==> config.mk <==
export PLATFORM = sky130hd
export DESIGN_NAME = sc_xor_eval_ctrl
export DESIGN_NICKNAME = d
export VERILOG_FILES = /design/src/rtl/sc_ctrl_pkg.sv /design/src/rtl/sc_win_counter.sv /design/src/rtl/sc_xor_eval_ctrl.sv
export SDC_FILE = /design/constraint.sdc
export NUM_CORES = 1
export LEC_CHECK = 0
export ABC_AREA = 1
export CAP_MARGIN = 5
export CORE_MARGIN = 1
export CORE_UTILIZATION = 45
export DETAILED_ROUTE_END_ITERATION = 12
export PLACE_DENSITY_LB_ADDON = 0.12
export SLEW_MARGIN = 10
export SYNTH_ARGS = -nofsm -noshare
export SYNTH_HDL_FRONTEND = slang
export SYNTH_HIERARCHICAL = 1
export SYNTH_SLANG_ARGS = --single-unit
==> constraint.sdc <==
create_clock -name CLK -period 5.4 [get_ports CLK]
set_input_delay 0.54 -clock CLK [delete_from_list [all_inputs] [get_ports CLK]]
set_output_delay 0.54 -clock CLK [all_outputs]
set_load 0.02 [all_outputs]
==> src/rtl/sc_ctrl_pkg.sv <==
// Shared constants for the stochastic-gate evaluation controller.
// State encodings and the default window-counter width.
package sc_ctrl_pkg;
  localparam int WIN_W_DEF = 8;

  localparam logic [1:0] ST_IDLE = 2'd0;
  localparam logic [1:0] ST_RUN  = 2'd1;
  localparam logic [1:0] ST_HOLD = 2'd2;
endpackage

==> src/rtl/sc_win_counter.sv <==
// Loadable down-counter for the evaluation window.
// last flags the final cycle (remaining == 1).
module sc_win_counter #(
  parameter int WIN_W = 8
) (
  input  logic             clk,
  input  logic             rst,
  input  logic             load,
  input  logic [WIN_W-1:0] load_val,
  input  logic             dec,
  output logic             last
);
  logic [WIN_W-1:0] cnt_q;
  logic [WIN_W-1:0] cnt_d;

  always_comb begin
    cnt_d = cnt_q;
    unique case (1'b1)
      load:    cnt_d = load_val;
      dec:     cnt_d = cnt_q - WIN_W'(1);
      default: cnt_d = cnt_q;
    endcase
  end

  always_ff @(posedge clk) begin
    if (rst) cnt_q <= '0;
    else     cnt_q <= cnt_d;
  end

  assign last = (cnt_q == WIN_W'(1));
endmodule

==> src/rtl/sc_xor_eval_ctrl.sv <==
// Runs one L-cycle window of a stochastic XOR gate and counts ones.
// Result is held as unsigned count and bipolar 2*ones-L until taken.
module sc_xor_eval_ctrl
  import sc_ctrl_pkg::*;
#(
  parameter int N     = 3,
  parameter int WIN_W = WIN_W_DEF
) (
  input  logic                  CLK,
  input  logic                  INIT,
  input  logic                  START,
  input  logic [WIN_W-1:0]      WIN_LEN,
  input  logic                  ABORT,
  input  logic                  SC_OUT,
  output logic                  EN,
  output logic                  BUSY,
  output logic [WIN_W-1:0]      RESULT,
  output logic signed [WIN_W:0] RESULT_BP,
  output logic                  VALID,
  input  logic                  READY
);
  if (N < 2) begin : g_bad_n
    $error("sc_xor_eval_ctrl: N must be >= 2");
  end

  logic [1:0]            state_q, state_d;
  logic                  en_q, en_d;
  logic [WIN_W-1:0]      acc_q, acc_d;
  logic [WIN_W-1:0]      len_q, len_d;
  logic [WIN_W-1:0]      res_q, res_d;
  logic signed [WIN_W:0] bp_q, bp_d;
  logic [WIN_W-1:0]      sum;
  logic                  start_ok;
  logic                  cnt_load;
  logic                  cnt_dec;
  logic                  cnt_last;

  sc_win_counter #(.WIN_W(WIN_W)) u_cnt (
    .clk      (CLK),
    .rst      (INIT),
    .load     (cnt_load),
    .load_val (WIN_LEN),
    .dec      (cnt_dec),
    .last     (cnt_last)
  );

  assign start_ok = START && (WIN_LEN != '0);
  assign sum      = acc_q + WIN_W'(SC_OUT);

  always_comb begin
    state_d  = state_q;
    acc_d    = acc_q;
    len_d    = len_q;
    res_d    = res_q;
    bp_d     = bp_q;
    cnt_load = 1'b0;
    cnt_dec  = 1'b0;
    unique case (state_q)
      ST_IDLE: begin
        if (start_ok) begin
          state_d  = ST_RUN;
          len_d    = WIN_LEN;
          acc_d    = '0;
          cnt_load = 1'b1;
        end
      end
      ST_RUN: begin
        if (ABORT) begin
          state_d = ST_IDLE;
        end else begin
          cnt_dec = 1'b1;
          acc_d   = sum;
          if (cnt_last) begin
            state_d = ST_HOLD;
            res_d   = sum;
            // (WIN_W+1)-bit wrap gives exact two's complement
            bp_d    = $signed({sum, 1'b0} - {1'b0, len_q});
          end
        end
      end
      ST_HOLD: begin
        if (READY) begin
          if (start_ok) begin
            state_d  = ST_RUN;
            len_d    = WIN_LEN;
            acc_d    = '0;
            cnt_load = 1'b1;
          end else begin
            state_d = ST_IDLE;
          end
        end
      end
      default: state_d = ST_IDLE;
    endcase
  end

  assign en_d = (state_d == ST_RUN);

  always_ff @(posedge CLK) begin
    if (INIT) begin
      state_q <= ST_IDLE;
      en_q    <= 1'b0;
      acc_q   <= '0;
      len_q   <= '0;
      res_q   <= '0;
      bp_q    <= '0;
    end else begin
      state_q <= state_d;
      en_q    <= en_d;
      acc_q   <= acc_d;
      len_q   <= len_d;
      res_q   <= res_d;
      bp_q    <= bp_d;
    end
  end

  assign EN        = en_q;
  assign BUSY      = (state_q == ST_RUN) || (state_q == ST_HOLD);
  assign VALID     = (state_q == ST_HOLD);
  assign RESULT    = res_q;
  assign RESULT_BP = bp_q;
endmodule

==> summary.txt <==
Run status
  – Status: finished clean

Floorplanning
  – Initial Util: 46.52%
  – DIE WIDTH: 77.22 µm
  – Cell row count: 27
  – Die area: 0.005963 mm²
  – # IOs: 34
  – Die height: 77.22 µm
  – Core Area: 0.005473 mm²

Clocking
  – Resized cells post-CTS: 0
  – Setup Buffers After CTS: 0
  – Total clock sinks: 44
  – H-tree depth: 2
  – CTS hold repair buffers: 0
  – TritonCTS clock tree: built
  – Worst skew pair latency: 290 ps
  – Clock-pin slew on the worst setup and hold paths: 80 ps
  – Clock buffer depth: 2
  – TritonCTS buffer count: 5
  – CTS root buf: clkbuf_8

GRT
  – Vias in the first global route: 2059
  – Initial antenna violation count: 0
  – Total Routing Usage GR: 19.66%
  – Total grt overflow: 0
  – Global-route wire length before repair: 9342 µm
  – Largest net degree at the start of global routing: 27

Power
  – Sw Share: 28.04%
  – Psw: 228.5 µW
  – Clock power frac: 36.3%
  – Sequential power share: 43.3%
  – Tot Pwr: 814.9 µW
  – Pwr per Cell Area: 267.7 mW/mm²
  – Logic pwr share: 20.4%
  – Internal power: 586.4 µW
  – P_leak: 0.001399 µW
  – Peak VDD IR: 0.0001169 V

STA
  – Min Hold Slack: 473.4 ps
  – Worst Clk Skew: 5.311 ps
  – Final Cycle Share: 47.40%
  – Finish-stage setup viols: 0
  – RSZ-0062 raised after global routing: false
  – Actual slew at the worst max-slew pin: 677.0 ps
  – Setup tns final: 0 ps
  – Final Worst Setup Slack: 2841 ps
  – Final worst path period need: 2559 ps
  – Fmax: 390.7 MHz
  – Slew Viols, Final: 0
  – Fin. Hold Viols: 0
  – Slew Limit Headroom: 54.72%

Routing
  – Iter 0 DRT Violations: 90
  – Residual DRC count: 0
  – Via count: 2280
  – Antenna Nets Post-Route: 0
  – Met2 routed WL: 2671 µm
  – DR pass1 iterations: 4
  – Via/cell ratio: 5.022
  – Top sig layer: met4
  – Routed WL per cell: 12.12 µm
  – Final wirelength: 5503 µm
  – M1 WL: 2622 µm
  – WL met3: 161 µm

Critical path
  – Critical path type: primary input to flop
  – Arrival time worst endpoint: 2750 ps
  – Setup crit start: SC_OUT
  – CP endpoint kind: flop
  – Worst setup path endpoint: RESULT_BP[8]$_SDFFE_PP0P_
  – FF-to-FF Start: acc_q[0]$_SDFFE_PP0P_
  – Reg2reg setup slack: 3200 ps
  – Crit-path max FO: 5
  – Worst reg2reg endpoint: RESULT_BP[8]$_SDFFE_PP0P_
  – Worst R2R Path Depth: 14
  – Data required time of the worst path: 5590 ps
  – Startpoint Class: primary input

Layout
  – Ant. Diodes: 0
  – Area growth syn-to-layout: 19.56%
  – Highest-count cells in the layout ignoring fill and taps: 65 x nand2_1, 49 x inv_1, 44 x dfxtp_1
  – Fin util: 55.62%
  – Commonest non-fill, non-tap cell in the layout: nand2_1
  – Fraction of layout cells with a size suffix above 1: 9.162%
  – Nets@finish: 412
  – Layout fillers: 551

Logic synthesis
  – Synth Area per Inst: 7.296 µm²
  – Syn_nets: 379
  – Ys flop type: dfxtp_1
  – Yosys Warn Count: 6
  – Yosys cell types: 39
  – Post-Syn Instances: 349
  – Post-Synthesis Cell Area: 0.002546 mm²
  – EDFF count, synth: 0
  – Seq/Total Area, Yosys: 34.59%
  – FF+latch count, synth: 44
  – Post-synth ARST share: 0%

Placement
  – Post-DP HPWL: 4237 µm
  – Pre-CTS setup slack: 2540 ps
  – IO buf count: 33
  – GPL Wtd Cong: 0.8818

Hold path
  – Hold Crit Class: flop to flop

Run
  – Max cap viols: 0
[through the flow]
step,std cells,area [µm²]
after floorplan,349,2546
after global routing,454,3044
final,454,3044
after CTS,454,3044
after global placement,447,2915
after detailed placement,447,2915
[flip-flops by register name, indices dropped and copies added, names as in the netlist]
register and count:
u_cnt/cnt_q 8, acc_q 8, state_q 2, EN 1, len_q 8, RESULT_BP 9, RESULT 8
[cell families after synthesis]
family	Yosys count	share of synthesized area, %
compound gates	86	19.71
xor+xnor	8	3.342
fa+ha+maj	16	8.157
buf+inv	64	10.42
flops	44	34.59
simple gates	131	23.78
[per-layer routing]
layer | GRT usage (%) | vias to the layer above
li1 | - | 1196
met4 | 5.849 | 0
met3 | 4.048 | 4
met5 | 0 | -
met2 | 33.89 | 40
met1 | 24.42 | 1040
[critical path, cell delays in order]
cell             delay, ps
clkdlybuf4s50_1        410
ha_1                   230
ha_1                   230
nand3_1                110
xor2_1                 190
inv_1                  100
ha_1                   360
nand2_1                 70
nand2_1                 50
inv_1                   50
o21a_1                 170
nand2_1                 70
nor2_1                  40
nor2_1                 100
nor2_1                  40
[final cells by class]
class | count | area [µm²] | share of cell area [%]
Sequential cell | 44 | 880.8 | 28.94
Clock inverter | 2 | 60.06 | 1.973
Clock buffer | 5 | 68.82 | 2.261
Tap cell | 72 | 90.09 | 2.959
Timing Repair Buffer | 33 | 330.3 | 10.85
Multi-Input combinational cell | 241 | 1400 | 45.99
Inverter | 57 | 214.0 | 7.028
[synth_stat cells, types with 2 or more instances]
cell,instances,area [µm²]
o21ai_1,6,30.03
nand3_1,18,90.09
a211oi_1,2,15.01
buf_4,2,15.01
nor2_4,4,45.04
nand4_1,4,25.02
buf_2,2,10.01
nand3_2,2,20.02
buf_6,2,22.52
dfxtp_1,44,880.8
nand2_2,4,25.02
o21ai_0,25,125.1
nor2_1,30,112.6
a21oi_2,3,26.28
o21bai_1,5,37.54
a21oi_1,32,160.2
inv_2,8,30.03
inv_1,49,183.9
ha_1,15,187.7
nand2_1,65,244.0
o21a_1,5,37.54
xor2_1,5,43.79
[worst min-delay path by stage]
| stage | slack, ps | from | depth (start not counted) | to |
|---|---|---|---|---|
| detailed placement | 460 | len_q[4]$_SDFFE_PP0P_ | 2 | len_q[4]$_SDFFE_PP0P_ |
| global placement | 460 | acc_q[0]$_SDFFE_PP0P_ | 2 | acc_q[0]$_SDFFE_PP0P_ |
| CTS | 470 | len_q[4]$_SDFFE_PP0P_ | 2 | len_q[4]$_SDFFE_PP0P_ |
| floorplan | 430 | len_q[2]$_SDFFE_PP0P_ | 2 | len_q[2]$_SDFFE_PP0P_ |
| finish | 470 | len_q[4]$_SDFFE_PP0P_ | 2 | len_q[4]$_SDFFE_PP0P_ |
| global route | 510 | len_q[2]$_SDFFE_PP0P_ | 2 | len_q[2]$_SDFFE_PP0P_ |
[power groups by stage]
stage | clock network (µW) | logic [µW] | registers (µW)
final | 296 | 166 | 353
after global routing | 316 | 188 | 355
after CTS | 305 | 167 | 353
after detailed placement | 0 | 166 | 360
after global placement | 0 | 166 | 360
after floorplan | 0 | 118 | 362
Power figures use the tool's default switching activity.
